**src/rtl/sccb_arbiter_pkg.sv**
```systemverilog
// -----------------------------------------------------------------------------
// sccb_arbiter_pkg
// Shared definitions for the SCCB transfer arbiter: FSM state encoding,
// the default SCCB device write address, the sensor soft-reset register
// address and the width of the shared timeout/gap down-counter.
// -----------------------------------------------------------------------------
package sccb_arbiter_pkg;

    typedef enum logic [1:0] {
        IDLE  = 2'd0,
        ISSUE = 2'd1,
        GAP   = 2'd2
    } state_t;

    // Default SCCB device write address prefixed to every transfer.
    localparam logic [7:0]  SCCB_DEV_ADDR = 8'h78;

    // Writing a value with bit 7 set to this register soft-resets the sensor,
    // which then needs a much longer quiet period before the next access.
    localparam logic [15:0] SOFT_RST_REG  = 16'h3008;

    // One counter serves both the ISSUE timeout and the GAP length; 21 bits
    // cover the largest default count (2,000,000 cycles).
    localparam int CNT_W = 21;

endpackage

```
**src/rtl/sccb_arbiter.sv**
```systemverilog
// -----------------------------------------------------------------------------
// sccb_arbiter
// Two-requester round-robin arbiter in front of an SCCB (I2C-like) master.
// A granted requester's payload is latched with the device address and
// presented to the master while i2c_start is high; the transfer completes on
// a rising edge of tr_end or aborts after TIMEOUT_CYC cycles. Every transfer
// is followed by an idle gap (longer after a sensor soft-reset write).
//
// Ports
//   clk_25M    in   single clock, rising edge
//   rst        in   asynchronous active-high reset
//   req[1:0]   in   transfer request; [0] init sequencer, [1] runtime writer
//   wdata0/1   in   {reg_addr[15:0], reg_val[7:0]} per requester
//   done[1:0]  out  one-cycle completion pulse for the served requester
//   err[1:0]   out  one-cycle timeout flag, coincident with done
//   i2c_start  out  start level to the SCCB master (high during ISSUE)
//   i2c_data   out  {DEV_ADDR, latched payload}, changes only on a grant
//   tr_end     in   transfer-end level from the SCCB master (clk_25M domain)
//   busy       out  high whenever the arbiter is not IDLE
// -----------------------------------------------------------------------------
module sccb_arbiter
    import sccb_arbiter_pkg::*;
#(
    parameter logic [7:0]  DEV_ADDR     = SCCB_DEV_ADDR,
    parameter int unsigned GAP_CYC      = 5000,     // must be >= 1
    parameter int unsigned RST_WAIT_CYC = 125000,   // must be >= 1
    parameter int unsigned TIMEOUT_CYC  = 2000000   // must be >= 1
) (
    input  logic        clk_25M,
    input  logic        rst,
    input  logic [1:0]  req,
    input  logic [23:0] wdata0,
    input  logic [23:0] wdata1,
    output logic [1:0]  done,
    output logic [1:0]  err,
    output logic        i2c_start,
    output logic [31:0] i2c_data,
    input  logic        tr_end,
    output logic        busy
);

    // Counter load values: a load of N-1 followed by counting down to zero
    // spans exactly N cycles in the state that loaded it.
    localparam logic [CNT_W-1:0] TIMEOUT_LOAD  = CNT_W'(TIMEOUT_CYC - 1);
    localparam logic [CNT_W-1:0] GAP_LOAD      = CNT_W'(GAP_CYC - 1);
    localparam logic [CNT_W-1:0] RST_WAIT_LOAD = CNT_W'(RST_WAIT_CYC - 1);

    // Round-robin pick: on a tie the requester that was not served last wins;
    // otherwise the only active requester wins.
    function automatic logic pick_grant(input logic [1:0] r, input logic last);
        if (r == 2'b11)
            return ~last;
        else
            return r[1];
    endfunction

    state_t            state, state_nxt;
    logic [CNT_W-1:0]  cnt, cnt_nxt;
    logic [31:0]       data_q, data_nxt;
    logic              last_grant, last_nxt;   // also the requester being served
    logic [1:0]        done_q, done_nxt;
    logic [1:0]        err_q, err_nxt;
    logic              tr_q;
    logic              tr_rise;
    logic              grant_sel;
    logic              soft_rst_write;
    logic [CNT_W-1:0]  gap_load;

    // Only a fresh rising edge counts, so a tr_end still high from a previous
    // transfer when ISSUE is entered cannot complete the new one.
    assign tr_rise = tr_end & ~tr_q;

    assign soft_rst_write = (data_q[23:8] == SOFT_RST_REG) && data_q[7];
    assign gap_load       = soft_rst_write ? RST_WAIT_LOAD : GAP_LOAD;

    // NOTE: every variable assigned below gets its default first, so no path
    // through the case leaves one unassigned and no latch is inferred.
    always_comb begin
        state_nxt = state;
        cnt_nxt   = cnt;
        data_nxt  = data_q;
        last_nxt  = last_grant;
        done_nxt  = 2'b00;
        err_nxt   = 2'b00;
        grant_sel = 1'b0;

        case (state)
            IDLE: begin
                if (req != 2'b00) begin
                    grant_sel = pick_grant(req, last_grant);
                    last_nxt  = grant_sel;
                    data_nxt  = {DEV_ADDR, (grant_sel ? wdata1 : wdata0)};
                    cnt_nxt   = TIMEOUT_LOAD;
                    state_nxt = ISSUE;
                end
            end

            ISSUE: begin
                if (tr_rise) begin
                    done_nxt[last_grant] = 1'b1;
                    cnt_nxt              = gap_load;
                    state_nxt            = GAP;
                end else if (cnt == '0) begin
                    done_nxt[last_grant] = 1'b1;
                    err_nxt[last_grant]  = 1'b1;
                    cnt_nxt              = gap_load;
                    state_nxt            = GAP;
                end else begin
                    cnt_nxt = cnt - 1'b1;
                end
            end

            GAP: begin
                if (cnt == '0)
                    state_nxt = IDLE;
                else
                    cnt_nxt = cnt - 1'b1;
            end

            default: begin
                state_nxt = IDLE;
                cnt_nxt   = '0;
            end
        endcase
    end

    // NOTE: sequential state uses non-blocking assignments so every register
    // samples the pre-edge values regardless of statement order.
    always_ff @(posedge clk_25M or posedge rst) begin
        if (rst) begin
            state      <= IDLE;
            cnt        <= '0;
            data_q     <= '0;
            last_grant <= 1'b1;     // port 0 wins the first tie after reset
            done_q     <= 2'b00;
            err_q      <= 2'b00;
            tr_q       <= 1'b0;
        end else begin
            state      <= state_nxt;
            cnt        <= cnt_nxt;
            data_q     <= data_nxt;
            last_grant <= last_nxt;
            done_q     <= done_nxt;
            err_q      <= err_nxt;
            tr_q       <= tr_end;
        end
    end

    assign i2c_start = (state == ISSUE);
    assign busy      = (state != IDLE);
    assign i2c_data  = data_q;
    assign done      = done_q;
    assign err       = err_q;

endmodule

```
**config.mk**
```make
export PLATFORM = sky130hd
export DESIGN_NAME = sccb_arbiter
export DESIGN_NICKNAME = d
export VERILOG_FILES = /design/src/rtl/sccb_arbiter_pkg.sv /design/src/rtl/sccb_arbiter.sv
export SDC_FILE = /design/constraint.sdc
export NUM_CORES = 1
export LEC_CHECK = 0
export ABC_AREA = 1
export CORE_MARGIN = 1
export CORE_UTILIZATION = 25
export CTS_CLUSTER_SIZE = 14
export DETAILED_ROUTE_END_ITERATION = 16
export HOLD_SLACK_MARGIN = 0.08
export PLACE_DENSITY_LB_ADDON = 0.25
export REMOVE_ABC_BUFFERS = 1
export SYNTH_ARGS = -nofsm -noshare
export SYNTH_HDL_FRONTEND = slang
export SYNTH_SLANG_ARGS = --single-unit
```
**constraint.sdc**
```tcl
create_clock -name clk_25M -period 2.29 [get_ports clk_25M]
set_input_delay 0.687 -clock clk_25M [delete_from_list [all_inputs] [get_ports clk_25M]]
set_output_delay 0.687 -clock clk_25M [all_outputs]
set_load 0.02 [all_outputs]
```
; Yosys cells after proc, flatten, opt, wreduce, memory -nomap -nowiden
; Cells that the tools add are included.
[totals]
out_inout_bits = 38
mem_bits_rw = 0
latchBits = 0
rom_bits = 0
regBits = 54
in_bits = 53
memories = 0
[op_classes]
n_mux = 22
n_addsub = 1
n_mul = 0
n_lt_le_gt_ge = 2
eq_ne = 8
shift = 0
reduce_logical = 9
bitwise = 3
n_div = 0
[ops]
columns = op, count
row1 = 21-bit 2-to-1 mux, 4
row2 = 21-bit one-hot mux with 3 select lines, 1
row3 = 24-bit 2-to-1 mux, 1
row4 = 21-bit logical NOT, 1
row5 = 21-bit by 1-bit subtractor with 21-bit output (second input constant), 1
row6 = 2-bit 2-to-1 mux, 9
row7 = 17-bit 2-to-1 mux, 1
row8 = 16-bit by 14-bit equality test with 1-bit output (second input constant), 1
row9 = 2-bit inequality test (second input constant), 3
row10 = 2-bit one-hot mux with 3 select lines, 1
row11 = 2-bit equality test (second input constant), 2
row12 = 1-bit 2-to-1 mux, 4
row13 = 2-bit AND reduction, 2
row14 = 2-bit nonzero test, 2
row15 = 3-bit by 1-bit inequality test with 1-bit output (second input constant), 1
row16 = 3-bit AND reduction, 1
row17 = 2-bit by 1-bit equality test with 1-bit output (second input constant), 1
row18 = 1-bit logical AND, 2
row19 = 2-bit logical NOT, 1
row20 = 1-bit by 2-bit < comparator with 1-bit output (second input constant), 1
row21 = 1-bit NOT, 2
row22 = 1-bit bitwise AND, 1
row23 = 1-bit demux with 1-bit select, 1
row24 = 1-bit greater-or-equal comparator (second input constant), 1

; Logic depth before layout (Yosys ltp)
[logic_depth]
word_depth = 7
ltp_mapped = 14
ltp_nobuf = 14

; Worst setup path after synthesis
; OpenSTA, ideal clock, no wires.
[synth_timing]
path_type = reg2reg
from = register state[0]
to = register cnt[5]
setup_slack_ns = 0.656
arrival_ns = 1.516
path_stages_with_launch = 8
n_path_buf = 1
setup_time_ns = 0.118
synth_period_minus_slack_ns = 1.634
path_cell_list = dfrtp_1 > nor2_2 > clkinv_1 > nor3_2 > a21oi_4 > buf_2 > nand2_1 > o21ai_2
[synth_between]
elab_chain_len = 3
[synth_rtl]
columns = item, line_no
row1 = "start, declared", sccb_arbiter.sv:57  ; state_t state, state_nxt;
row2 = "start signal, assigned", sccb_arbiter.sv:139  ; state <= state_nxt;
row3 = 2-bit equality test / 2-bit logical NOT (equally long branches), sccb_arbiter.sv:87  ; case (state)
row4 = 2-bit inequality test (no source line), --
row5 = 2-bit AND reduction (no source line), --
row6 = "end signal, assigned", sccb_arbiter.sv:140  ; cnt <= cnt_nxt;
row7 = "end, declared", sccb_arbiter.sv:58  ; logic [CNT_W-1:0] cnt, cnt_nxt;
; Several ways; a longest one is shown, not always the timed one.
; A chain may end at the register's enable or synchronous reset.

; Worst setup path after layout
[layout_timing]
from = register state[0]
to = output port busy
[layout_between]
elab_chain_len = 1
[layout_rtl]
columns = item, line_no
row1 = 2-bit nonzero test, sccb_arbiter.sv:150  ; assign busy = (state != IDLE);
row2 = "end, declared", sccb_arbiter.sv:39  ; output logic busy
; Every way passes these cells.

==> flow_summary.yaml <==
status:
  outcome: "finished, final reports clean"
yosys:
  yosys_warnings: 0
  seq_area_frac_synth: 0.410
  postSynth.asyncResetShare: 1.00
  syn_avg_cell_area_um2: 6.87
  synth_cell_types: 35
  ys_ff_latch: 54
  synth-main-ff-cell: "dfrtp_1"
  netlist_instances: 480
  synth_area_mm2: 0.00330
  synth-edff-count: 0
drt:
  wl_per_cell_um: 13.0
  dr_total_vias: 3333
  ant_nets: 0
  totalWireLength_mm: 9.61
  first_pass_iters: 4
  route.detailed.drc: 0
  vias_per_cell: 4.50
  drt_iter0_drc: 143
power:
  sw_frac_of_total: 0.331
  finalPower_mw: 2.95
  ir_drop_v: 0.000313
  power_frac_seq: 0.419
  power_frac_comb: 0.285
  internal_power_mw: 1.98
  leakagePower_nw: 2.07
  p_per_area_mw_per_mm2: 648
  p_clk_frac: 0.297
  p_switching_uw: 979
floorplan:
  coreArea_mm2: 0.0127
  start_util: 0.259
  num_rows: 41
  dieArea_mm2: 0.0137
  dieHeight_um: 117
  die_w_um: 117
  pin_count: 91
finish:
  fin_area_mm2: 0.00456
  area_growth_pct: 38.2
  final_core_util: 0.358
  nNetsFinal: 622
  final_layout_size_suffix_gt1_frac: 0.0826
  diodes: 0
  layout_commonest_cell: "nand2_1"
  final_cell_mix: "nand2_1 (154), clkdlybuf4s50_1 (84), nor2_1 (69)"
cts:
  cts_tree: "yes"
  cts-htree-levels: 2
  ctsLongestPathBuffers: 2
  clkTransAtPathRegs_ns: 0.07
  clock_latency_ns: 0.30
  clockRootBuffer: "clkbuf_16"
  cts_inserted_buffers: 5
  cts.sinks: 54
placement:
  place_area_mm2: 0.00439
  dp_hpwl_mm: 7.37
  gp_congestion: 0.854
  dp_slack_ns: 0.0472
  numPortBuffers: 86
sta:
  fin_skew_ns: 0.00696
  tns_ns: 0
  min_period_ns: 2.06
  finalSetupViolCount: 0
  max_freq_mhz: 485
  setup_slack_ns: 0.229
  hold_viol: 0
  drv_slew: 0
  rsz0062_at_grt: "false"
  period_share: 0.900
global_route:
  first_global_vias: 3408
  grt_overflow: 0
  grt_first_pass_wirelength_mm: 16.2
  antenna_found_initial: 0
  grt_util_all_layers: 0.153
  grt_max_degree: 29
setup_path:
  worstPathRequired_ns: 1.60
  worstPathArrival_ns: 1.37
  r2r_cells: 13
  critPathKind: "reg2out"
  cp-end-kind: "primary output"
  critPathMaxFanout: 6
  cp-start-kind: "flip-flop"
worst_hold_path:
  hold_path_class: "reg2reg"
  whs_path_depth: 2
run:
  drv_cap: 0
-- routing by layer --
metal,share of wire,wire [um],track usage,vias to the layer above
li1,-,-,-,1690
met1,0.45,4320,0.185,1516
met2,0.46,4420,0.262,114
met3,0.069,663,0.0371,13
met4,0.022,213,0.0641,0
met5,0,0,0,-
-- path summary, 6_finish.rpt --
check	end	from	slack, ns
setup reg to reg	cnt[13]	cnt[0]	0.36
max in group asynchronous	i2c_data[27]	rst	1.12
min in group asynchronous	i2c_data[9]	rst	0.68
hold / removal	i2c_data[3]	i2c_data[3]	0.51
setup / recovery	busy	state[0]	0.23
hold reg to reg	i2c_data[3]	i2c_data[3]	0.51
-- per-stage QoR --
| step | hold slack, ns | cells |
|---|---|---|
| 2_1_floorplan | 0.487 | 463 |
| 3_3_place_gp | 0.469 | 733 |
| 6_report | 0.507 | 741 |
| 4_1_cts | 0.502 | 741 |
| 3_5_place_dp | 0.480 | 733 |
| 5_1_grt | 0.534 | 741 |
-- power by group through the flow --
stage               Clock (mW)  Combinational (mW)  Sequential (mW)
detailed placement           0               0.844             1.25
CTS                      0.904               0.849             1.24
global route             0.932               0.960             1.26
finish                   0.876               0.841             1.24
floorplan                    0               0.557             1.24
global placement             0               0.828             1.25
-- synthesized netlist by cell type, types with 2 or more instances --
| cell type | count | area [um2] |
|---|---|---|
| nand2_2 | 5 | 31.3 |
| nand2_1 | 154 | 578 |
| inv_4 | 2 | 12.5 |
| nand3_1 | 25 | 125 |
| a21oi_1 | 3 | 15.0 |
| o22ai_1 | 5 | 31.3 |
| o21ai_1 | 8 | 40.0 |
| nor3_1 | 6 | 30.0 |
| inv_1 | 38 | 143 |
| clkbuf_1 | 9 | 33.8 |
| nand3b_1 | 3 | 22.5 |
| xor2_1 | 5 | 43.8 |
| nor2_2 | 8 | 50.1 |
| o21ai_0 | 56 | 280 |
| nand3_2 | 2 | 20.0 |
| nand4_1 | 2 | 12.5 |
| nor2_1 | 69 | 259 |
| dfrtp_1 | 53 | 1330 |
| buf_4 | 7 | 52.6 |
| buf_2 | 3 | 15.0 |
| xnor2_1 | 3 | 26.3 |
-- worst max-delay path, stage by stage (launching register included) --
cell           delay, ns
dfrtp_2             0.46
nor2_2              0.16
clkinv_1            0.12
dlygate4sd2_1       0.34
-- final cells by class --
type,instances,area [um2]
sequential,54,1350
timing repair buffer,98,977
multi-input combinational,367,1680
tap,172,215
clock inverter,2,37.5
inverter,42,163
clock buffer,6,129
fill,1396,8170
-- state kept, by name (all words and copies together), names as in the netlist --
register	flops
state	2
tr_q	1
last_grant	1
done	2
cnt	21
err	2
i2c_data	25
-- cells by family after synthesis --
kind of cell,count (synthesis),share of synthesized area
and+or+nand+nor,280,0.362
AOI/OAI and AO/OA,74,0.119
other,1,0.00114
DFF,54,0.410
adders and majority gates,1,0.00379
buffers and inverters,62,0.0835
xor gates and xnor gates,8,0.0212
-- timing repair --
item / CTS / global route
hold buffers: 0 / 0
gates resized for setup: 2 / 1
setup endpoints to repair: 2 / 1
buffers inserted: 0 / 0
endpoints found under the hold margin: 0 / 0
Note: power is estimated with default switching activity, not from simulation.
